--- config.mk ---
export PLATFORM = sky130hd
export DESIGN_NAME = sd_block_arbiter_flat
export DESIGN_NICKNAME = d
export VERILOG_FILES = /design/src/rtl/sd_block_arbiter_if.sv /design/src/rtl/sd_block_arbiter.sv /design/src/flat_wrapper.sv
export SDC_FILE = /design/constraint.sdc
export NUM_CORES = 1
export LEC_CHECK = 0
export ABC_AREA = 1
export ABC_CLOCK_PERIOD_IN_PS = 3600
export CORE_MARGIN = 2
export CORE_UTILIZATION = 42
export CTS_CLUSTER_DIAMETER = 120
export DETAILED_ROUTE_END_ITERATION = 7
export PLACE_DENSITY = 0.83
export SETUP_SLACK_MARGIN = 0.2
export SLEW_MARGIN = 20
export SYNTH_ARGS = -nofsm -noshare
export SYNTH_HDL_FRONTEND = slang
export SYNTH_SLANG_ARGS = --single-unit
--- constraint.sdc ---
create_clock -name clk -period 3.6 [get_ports clk]
set_input_delay 0.72 -clock clk [delete_from_list [all_inputs] [get_ports clk]]
set_output_delay 0.72 -clock clk [all_outputs]
set_load 0.02 [all_outputs]
--- src/rtl/sd_block_arbiter_if.sv ---
// Requester and SD-controller signal bundle for sd_block_arbiter.
// master = the arbiter; slave = requesters plus SD controller (or a bench driving both).
interface sd_block_arbiter_if;
  logic [1:0]  req;
  logic [1:0]  req_op;
  logic [31:0] req_addr0;
  logic [31:0] req_addr1;
  logic [7:0]  wr_byte0;
  logic [7:0]  wr_byte1;
  logic [1:0]  grant;
  logic [1:0]  byte_strobe;
  logic [7:0]  rd_byte;
  logic [1:0]  done;
  logic        err;
  logic [9:0]  byte_cnt;
  logic        sd_execute;
  logic        sd_op_code;
  logic [31:0] sd_block_address;
  logic [7:0]  sd_outgoing_byte;
  logic [7:0]  sd_incoming_byte;
  logic        sd_finished_byte;
  logic        sd_finished_block;
  logic        sd_busy;

  modport master (
    input  req, req_op, req_addr0, req_addr1, wr_byte0, wr_byte1,
    input  sd_incoming_byte, sd_finished_byte, sd_finished_block, sd_busy,
    output grant, byte_strobe, rd_byte, done, err, byte_cnt,
    output sd_execute, sd_op_code, sd_block_address, sd_outgoing_byte
  );

  modport slave (
    output req, req_op, req_addr0, req_addr1, wr_byte0, wr_byte1,
    output sd_incoming_byte, sd_finished_byte, sd_finished_block, sd_busy,
    input  grant, byte_strobe, rd_byte, done, err, byte_cnt,
    input  sd_execute, sd_op_code, sd_block_address, sd_outgoing_byte
  );
endinterface

--- src/rtl/sd_block_arbiter.sv ---
// Two-requester round-robin arbiter for one SD block controller; sd_execute one cycle after a request is seen in IDLE.
// Define SD_ARB_WATCHDOG_EN to abort transfers idle for TIMEOUT_CYCLES (err pulses with done); otherwise waits forever.
module sd_block_arbiter #(
  parameter int TIMEOUT_CYCLES = 1000000,
  parameter int CNT_W          = 20
) (
  input  logic                 clk,
  input  logic                 rst_n,
  sd_block_arbiter_if.master   bus
);

  if ((64'd1 << CNT_W) <= 64'(TIMEOUT_CYCLES)) begin : g_bad_cfg
    $error("sd_block_arbiter: CNT_W too narrow for TIMEOUT_CYCLES");
  end

  typedef enum logic [2:0] {
    IDLE      = 3'd0,
    ISSUE     = 3'd1,
    WAIT_BUSY = 3'd2,
    XFER      = 3'd3,
    RELEASE   = 3'd4
  } state_t;

  state_t      state_q;
  logic        owner_q;
  logic        ptr_q;
  logic [1:0]  grant_q;
  logic [1:0]  byte_strobe_q;
  logic [1:0]  done_q;
  logic        err_q;
  logic        sd_execute_q;
  logic        sd_op_code_q;
  logic [31:0] addr_q;
  logic [7:0]  rd_byte_q;
  logic [9:0]  byte_cnt_q;

  logic        sel_d;
  logic [1:0]  owner_onehot_d;
  logic        wdog_hit_d;

  // Both requesting: pointer decides; otherwise the lone requester wins.
  always_comb begin
    sel_d = 1'b0;
    if (bus.req == 2'b11) sel_d = ptr_q;
    else                  sel_d = bus.req[1];
  end

  assign owner_onehot_d = owner_q ? 2'b10 : 2'b01;

`ifdef SD_ARB_WATCHDOG_EN
  logic [CNT_W-1:0] wdog_q;

  always_ff @(posedge clk or negedge rst_n) begin
    if (!rst_n) begin
      wdog_q <= '0;
    end else if (state_q == ISSUE || bus.sd_finished_byte) begin
      wdog_q <= '0;
    end else if (state_q == WAIT_BUSY || state_q == XFER) begin
      wdog_q <= wdog_q + 1'b1;
    end
  end

  assign wdog_hit_d = (wdog_q == CNT_W'(TIMEOUT_CYCLES - 1));
`else
  assign wdog_hit_d = 1'b0;
`endif

  always_ff @(posedge clk or negedge rst_n) begin
    if (!rst_n) begin
      state_q       <= IDLE;
      owner_q       <= 1'b0;
      ptr_q         <= 1'b0;
      grant_q       <= 2'b00;
      byte_strobe_q <= 2'b00;
      done_q        <= 2'b00;
      err_q         <= 1'b0;
      sd_execute_q  <= 1'b0;
      sd_op_code_q  <= 1'b0;
      addr_q        <= 32'h0;
      rd_byte_q     <= 8'h00;
      byte_cnt_q    <= 10'd0;
    end else begin
      sd_execute_q  <= 1'b0;
      byte_strobe_q <= 2'b00;
      done_q        <= 2'b00;
      err_q         <= 1'b0;
      case (state_q)
        IDLE: begin
          if ((|bus.req) && !bus.sd_busy) begin
            owner_q      <= sel_d;
            grant_q      <= sel_d ? 2'b10 : 2'b01;
            sd_op_code_q <= bus.req_op[sel_d];
            addr_q       <= sel_d ? bus.req_addr1 : bus.req_addr0;
            byte_cnt_q   <= 10'd0;
            sd_execute_q <= 1'b1;
            state_q      <= ISSUE;
          end
        end
        ISSUE: begin
          state_q <= WAIT_BUSY;
        end
        WAIT_BUSY: begin
          if (bus.sd_busy) begin
            state_q <= XFER;
          end else if (wdog_hit_d) begin
            done_q  <= owner_onehot_d;
            err_q   <= 1'b1;
            state_q <= RELEASE;
          end
        end
        XFER: begin
          if (bus.sd_finished_byte) begin
            byte_strobe_q <= owner_onehot_d;
            rd_byte_q     <= bus.sd_incoming_byte;
            byte_cnt_q    <= byte_cnt_q + 10'd1;
          end
          // Block completion wins over a simultaneous timeout.
          if (bus.sd_finished_block) begin
            done_q  <= owner_onehot_d;
            state_q <= RELEASE;
          end else if (wdog_hit_d && !bus.sd_finished_byte) begin
            done_q  <= owner_onehot_d;
            err_q   <= 1'b1;
            state_q <= RELEASE;
          end
        end
        RELEASE: begin
          grant_q <= 2'b00;
          ptr_q   <= ~owner_q;
          state_q <= IDLE;
        end
        default: begin
          grant_q <= 2'b00;
          state_q <= IDLE;
        end
      endcase
    end
  end

  assign bus.grant            = grant_q;
  assign bus.byte_strobe      = byte_strobe_q;
  assign bus.done             = done_q;
  assign bus.err              = err_q;
  assign bus.rd_byte          = rd_byte_q;
  assign bus.byte_cnt         = byte_cnt_q;
  assign bus.sd_execute       = sd_execute_q;
  assign bus.sd_op_code       = sd_op_code_q;
  assign bus.sd_block_address = addr_q;
  assign bus.sd_outgoing_byte = grant_q[0] ? bus.wr_byte0 :
                                grant_q[1] ? bus.wr_byte1 : 8'h00;

endmodule
--- src/flat_wrapper.sv ---
// flat-port wrapper written by rule: the top's interface ports become plain ports
module sd_block_arbiter_flat 
#(
  parameter int TIMEOUT_CYCLES = 1000000,
  parameter int CNT_W          = 20
)
  (clk, rst_n, bus_req, bus_req_op, bus_req_addr0, bus_req_addr1, bus_wr_byte0, bus_wr_byte1, bus_sd_incoming_byte, bus_sd_finished_byte, bus_sd_finished_block, bus_sd_busy, bus_grant, bus_byte_strobe, bus_rd_byte, bus_done, bus_err, bus_byte_cnt, bus_sd_execute, bus_sd_op_code, bus_sd_block_address, bus_sd_outgoing_byte);
  sd_block_arbiter_if bus_i ();
  input  logic clk;
  input  logic rst_n;
  input wire logic [$bits(bus_i.req)-1:0] bus_req;
  input wire logic [$bits(bus_i.req_op)-1:0] bus_req_op;
  input wire logic [$bits(bus_i.req_addr0)-1:0] bus_req_addr0;
  input wire logic [$bits(bus_i.req_addr1)-1:0] bus_req_addr1;
  input wire logic [$bits(bus_i.wr_byte0)-1:0] bus_wr_byte0;
  input wire logic [$bits(bus_i.wr_byte1)-1:0] bus_wr_byte1;
  input wire logic [$bits(bus_i.sd_incoming_byte)-1:0] bus_sd_incoming_byte;
  input wire logic [$bits(bus_i.sd_finished_byte)-1:0] bus_sd_finished_byte;
  input wire logic [$bits(bus_i.sd_finished_block)-1:0] bus_sd_finished_block;
  input wire logic [$bits(bus_i.sd_busy)-1:0] bus_sd_busy;
  output wire logic [$bits(bus_i.grant)-1:0] bus_grant;
  output wire logic [$bits(bus_i.byte_strobe)-1:0] bus_byte_strobe;
  output wire logic [$bits(bus_i.rd_byte)-1:0] bus_rd_byte;
  output wire logic [$bits(bus_i.done)-1:0] bus_done;
  output wire logic [$bits(bus_i.err)-1:0] bus_err;
  output wire logic [$bits(bus_i.byte_cnt)-1:0] bus_byte_cnt;
  output wire logic [$bits(bus_i.sd_execute)-1:0] bus_sd_execute;
  output wire logic [$bits(bus_i.sd_op_code)-1:0] bus_sd_op_code;
  output wire logic [$bits(bus_i.sd_block_address)-1:0] bus_sd_block_address;
  output wire logic [$bits(bus_i.sd_outgoing_byte)-1:0] bus_sd_outgoing_byte;
  assign bus_i.req = bus_req;
  assign bus_i.req_op = bus_req_op;
  assign bus_i.req_addr0 = bus_req_addr0;
  assign bus_i.req_addr1 = bus_req_addr1;
  assign bus_i.wr_byte0 = bus_wr_byte0;
  assign bus_i.wr_byte1 = bus_wr_byte1;
  assign bus_i.sd_incoming_byte = bus_sd_incoming_byte;
  assign bus_i.sd_finished_byte = bus_sd_finished_byte;
  assign bus_i.sd_finished_block = bus_sd_finished_block;
  assign bus_i.sd_busy = bus_sd_busy;
  assign bus_grant = bus_i.grant;
  assign bus_byte_strobe = bus_i.byte_strobe;
  assign bus_rd_byte = bus_i.rd_byte;
  assign bus_done = bus_i.done;
  assign bus_err = bus_i.err;
  assign bus_byte_cnt = bus_i.byte_cnt;
  assign bus_sd_execute = bus_i.sd_execute;
  assign bus_sd_op_code = bus_i.sd_op_code;
  assign bus_sd_block_address = bus_i.sd_block_address;
  assign bus_sd_outgoing_byte = bus_i.sd_outgoing_byte;
  sd_block_arbiter #(.TIMEOUT_CYCLES(TIMEOUT_CYCLES), .CNT_W(CNT_W)) u_core (.clk(clk), .rst_n(rst_n), .bus(bus_i));
endmodule
==> results.rst <==
.. list-table::
   :header-rows: 1

   * - Metric
     - Value
   * - Result of the run
     - complete, no violations
   * - Synthesized area
     - just over 3000 µm²
   * - Highest fanout seen on the critical path
     - 1
   * - Num rows
     - 31
   * - Final core utilization
     - between 60% and 70%
   * - Largest net degree at the start of global routing
     - 37
   * - Endpoint kind of the worst setup timing path
     - output port
   * - Cell type with the highest occurrence count on the critical path
     - clkdlybuf4s50_1
   * - Initial DRC count
     - 146
   * - Synthesized netlist net count
     - about 480
   * - Slew margin rel.
     - about three fifths
   * - Origin of the critical flop-to-flop path
     - u_core.state_q[2]
   * - WS Path Type
     - in2out
   * - Clock-pin slew of the registers on the worst-case setup and hold paths
     - 0.07 ns
   * - Initial antenna violation count
     - 0
   * - DRC
     - 0
   * - Layout cell share with drive strength beyond 1
     - a little under a tenth
   * - Post-synthesis mux area share
     - 0%
   * - Post-CTS setup buffers
     - 0
   * - Slew at the pin closest to its max-slew limit
     - roughly 0.61 ns
   * - Vias in the first global route
     - roughly 3,100
   * - Number of buffers created by CTS
     - 9
   * - Width of the die
     - approximately 90 µm
   * - Ratio of routed vias to standard cells
     - roughly 5
   * - Largest delay share family, worst path
     - buffers and inverters
   * - Post-synthesis compound-gate area fraction
     - between 10% and 20%
   * - Mean post-synth cell area
     - between 8 and 9 µm²
   * - Final setup TNS
     - 0 ns
   * - Cell with the largest stage delay on the worst path
     - clkdlybuf4s50_1
   * - Maximum clock insertion buffer count
     - 2
   * - Combinational family with the most area after synthesis
     - simple AND/OR/NAND/NOR gates
   * - GR Overflow Total
     - 0
   * - CTS tree
     - built
   * - Total of hold buffers inserted after clock tree synthesis
     - 0
   * - Worst supply voltage drop on vdd
     - 0.341 mV
   * - Total power divided by cell area
     - 711 nW/µm²
   * - Clock period minus worst slack
     - 2.69 ns
   * - Number of input and output port buffers inserted
     - between 150 and 200
   * - Post-layout total power
     - ~0.0035 W
   * - Antenna violation net count after detailed routing
     - 0
   * - Fmax
     - between 0.3 and 0.4 GHz
   * - Number of warnings printed during yosys synthesis
     - 0
   * - Synth-to-layout area growth
     - 60.7%
   * - Top-level I/O count
     - between 150 and 200
   * - Endpoint of the most critical register-to-register path
     - u_core.bus.byte_cnt[2]
   * - Wire length of the first global-routing pass
     - 13,700 µm
   * - Post-CTS resize count
     - 0
   * - Portion of the post-synthesis area used by sequential elements
     - around half
   * - Register bit count reported by yosys
     - 63
   * - Hold crit path type
     - in2async
   * - Final setup violation count
     - 0
   * - Static leakage
     - 2.20 nW
   * - Tot GR Track Use
     - 22.4%
   * - Pre-antenna DRT Iters
     - 4
   * - Slowest stage delay, CP
     - a little over 0.6 ns
   * - Setup repair after global routing missed its margin
     - no
   * - Max-cap violations
     - 0
   * - CP startpoint kind
     - primary input
   * - Count of flip-flops with a built-in enable after synthesis
     - 0
   * - Final setup skew
     - around 0.0072 ns
   * - Number of distinct library cells after synthesis
     - 28
   * - Synthesized netlist cell count
     - between 300 and 400
   * - Diodes inserted
     - 0
   * - Number of cells on the worst reg-to-reg path
     - 8
   * - Simple-gate share of the synthesized area
     - between 20% and 30%
   * - Number of hold violations in the final report
     - 0
   * - Die area
     - roughly 8000 µm²
   * - Period Utilization, post-route
     - between 70% and 80%
   * - Height of the die
     - 89.4 µm
   * - Total Nets Final
     - roughly 640
   * - Crit-path cells
     - clkdlybuf4s50_1 -> nand3_1 -> nand2_1 -> clkdlybuf4s50_1
   * - Total number of clock tree sinks
     - 63
   * - Starting utilization of the core area
     - approximately 43%
   * - Insertion delay of the later-clocked pin in the worst-skew pair
     - roughly 0.33 ns
   * - Area of the placeable core
     - 7140 µm²
   * - Share of the synthesized netlist area taken by xor and xnor gates
     - 0%
   * - Detailed placer's ending HPWL
     - around 6700 µm
   * - WP buf/inv
     - 2
   * - Per-cell routed wire length
     - ~14 µm
   * - Routability Congestion
     - ~0.80
   * - Final wirelength
     - 8880 µm
   * - H-tree depth
     - 3
   * - Share of synthesized registers carrying an async set or reset
     - 100%
   * - Area share of fa/ha/maj cells after synthesis
     - less than 1%
   * - Req. time, crit path
     - roughly 2.9 ns
   * - CP arrival
     - 1.97 ns
   * - Number of vias in the routed layout
     - 3,146
   * - Top flip-flop cell by instance count after synthesis
     - dfrtp_1
   * - Clock root cell
     - clkbuf_8
   * - Max-slew violation count
     - 0
   * - Reg-to-reg slack, setup
     - around 1.8 ns
-- area by class of cell --
class,count,area (µm²)
Multi-Input combinational cell,275,1290
Inverter,22,85.1
Fill cell,603,2220
Tap cell,99,124
Clock buffer,11,151
Timing Repair Buffer,167,1650
Clock inverter,5,32.5
Sequential cell,63,1580
-- registers in the layout (all words and copies together), names as in the netlist --
register and count:
u_core.bus.byte_strobe 2, u_core.bus.sd_execute 1, u_core.bus.grant 2, u_core.state_q 3, u_core.owner_q 1, u_core.ptr_q 1
u_core.bus.done 2, u_core.bus.byte_cnt 10, u_core.bus.sd_op_code 1, u_core.bus.rd_byte 8, u_core.bus.sd_block_address 32
-- cell usage in the layout, fill, tap and decap left out, types with 2 or more instances in the layout --
cell / count
inv_1: 19
inv_2: 2
buf_4: 5
o21ai_2: 19
clkinvlp_4: 3
clkdlybuf4s50_1: 161
nor2_1: 49
dfrtp_1: 63
clkbuf_8: 11
o21ai_1: 27
nand3_1: 20
nand2_4: 2
clkinv_2: 2
nor3_1: 3
nand2_1: 105
nor2_2: 3
nand4_1: 4
a21oi_1: 6
o21ai_0: 30
-- cell families (layout without fill, tap and decap cells) --
kind of cell,Yosys count,count (layout)
and+or+nand+nor,188,188
AOI/OAI and AO/OA,85,85
DFF,63,63
buffers and inverters,39,205
adders and majority gates,1,1
other,1,1
-- through the flow --
stage                     area, µm²  instances  setup slack (ns)  hold WS [ns]
after floorplan                3060        377              1.78         0.424
after global routing           4920        642             0.849         0.412
after CTS                      4920        642             0.907         0.391
after global placement         4730        626             0.908         0.453
final                          4920        642             0.915         0.390
after detailed placement       4730        626             0.914         0.458
-- worst max-delay path by stage --
stage	from	to	slack, ns	cells past startpoint
3_5_place_dp	bus_wr_byte1[4]	bus_sd_outgoing_byte[4]	0.91	4
3_3_place_gp	bus_wr_byte1[4]	bus_sd_outgoing_byte[4]	0.91	4
2_1_floorplan	u_core.bus.grant[0]	bus_sd_outgoing_byte[0]	1.78	4
5_1_grt	bus_wr_byte1[3]	bus_sd_outgoing_byte[3]	0.85	4
4_1_cts	bus_wr_byte1[4]	bus_sd_outgoing_byte[4]	0.91	4
6_report	bus_wr_byte1[1]	bus_sd_outgoing_byte[1]	0.91	4
-- layer usage --
metal | up-vias | share of wire [%] | global-route usage (%)
met5 | - | 0 | 0
met4 | 0 | 0.21 | 5.56
met3 | 2 | 9.5 | 8.31
met2 | 124 | 53 | 41.8
met1 | 1477 | 38 | 23.8
li1 | 1543 | - | -
-- synth_stat cells (2+ instances only) --
cell type / count / area [µm²]
nand2_4: 2 / 22.5
nand4_1: 4 / 25.0
o21ai_1: 27 / 135
nor2_2: 3 / 18.8
o21ai_2: 19 / 166
buf_2: 7 / 35.0
o21ai_0: 30 / 150
nor2_1: 49 / 184
nand2_1: 105 / 394
inv_2: 2 / 7.51
a21oi_1: 6 / 30.0
buf_6: 2 / 22.5
clkbuf_1: 5 / 18.8
inv_1: 19 / 71.3
dfrtp_1: 63 / 1580
nand3_1: 20 / 100
nor3_1: 3 / 15.0
-- power by group --
part           switching [W]  internal [W]  leakage, nW
clock               0.000277      0.000285       0.0873
sequential          0.000190      0.000979        0.808
combinational       0.000968      0.000797         1.30
No activity file was read; power rests on OpenSTA's default activity.
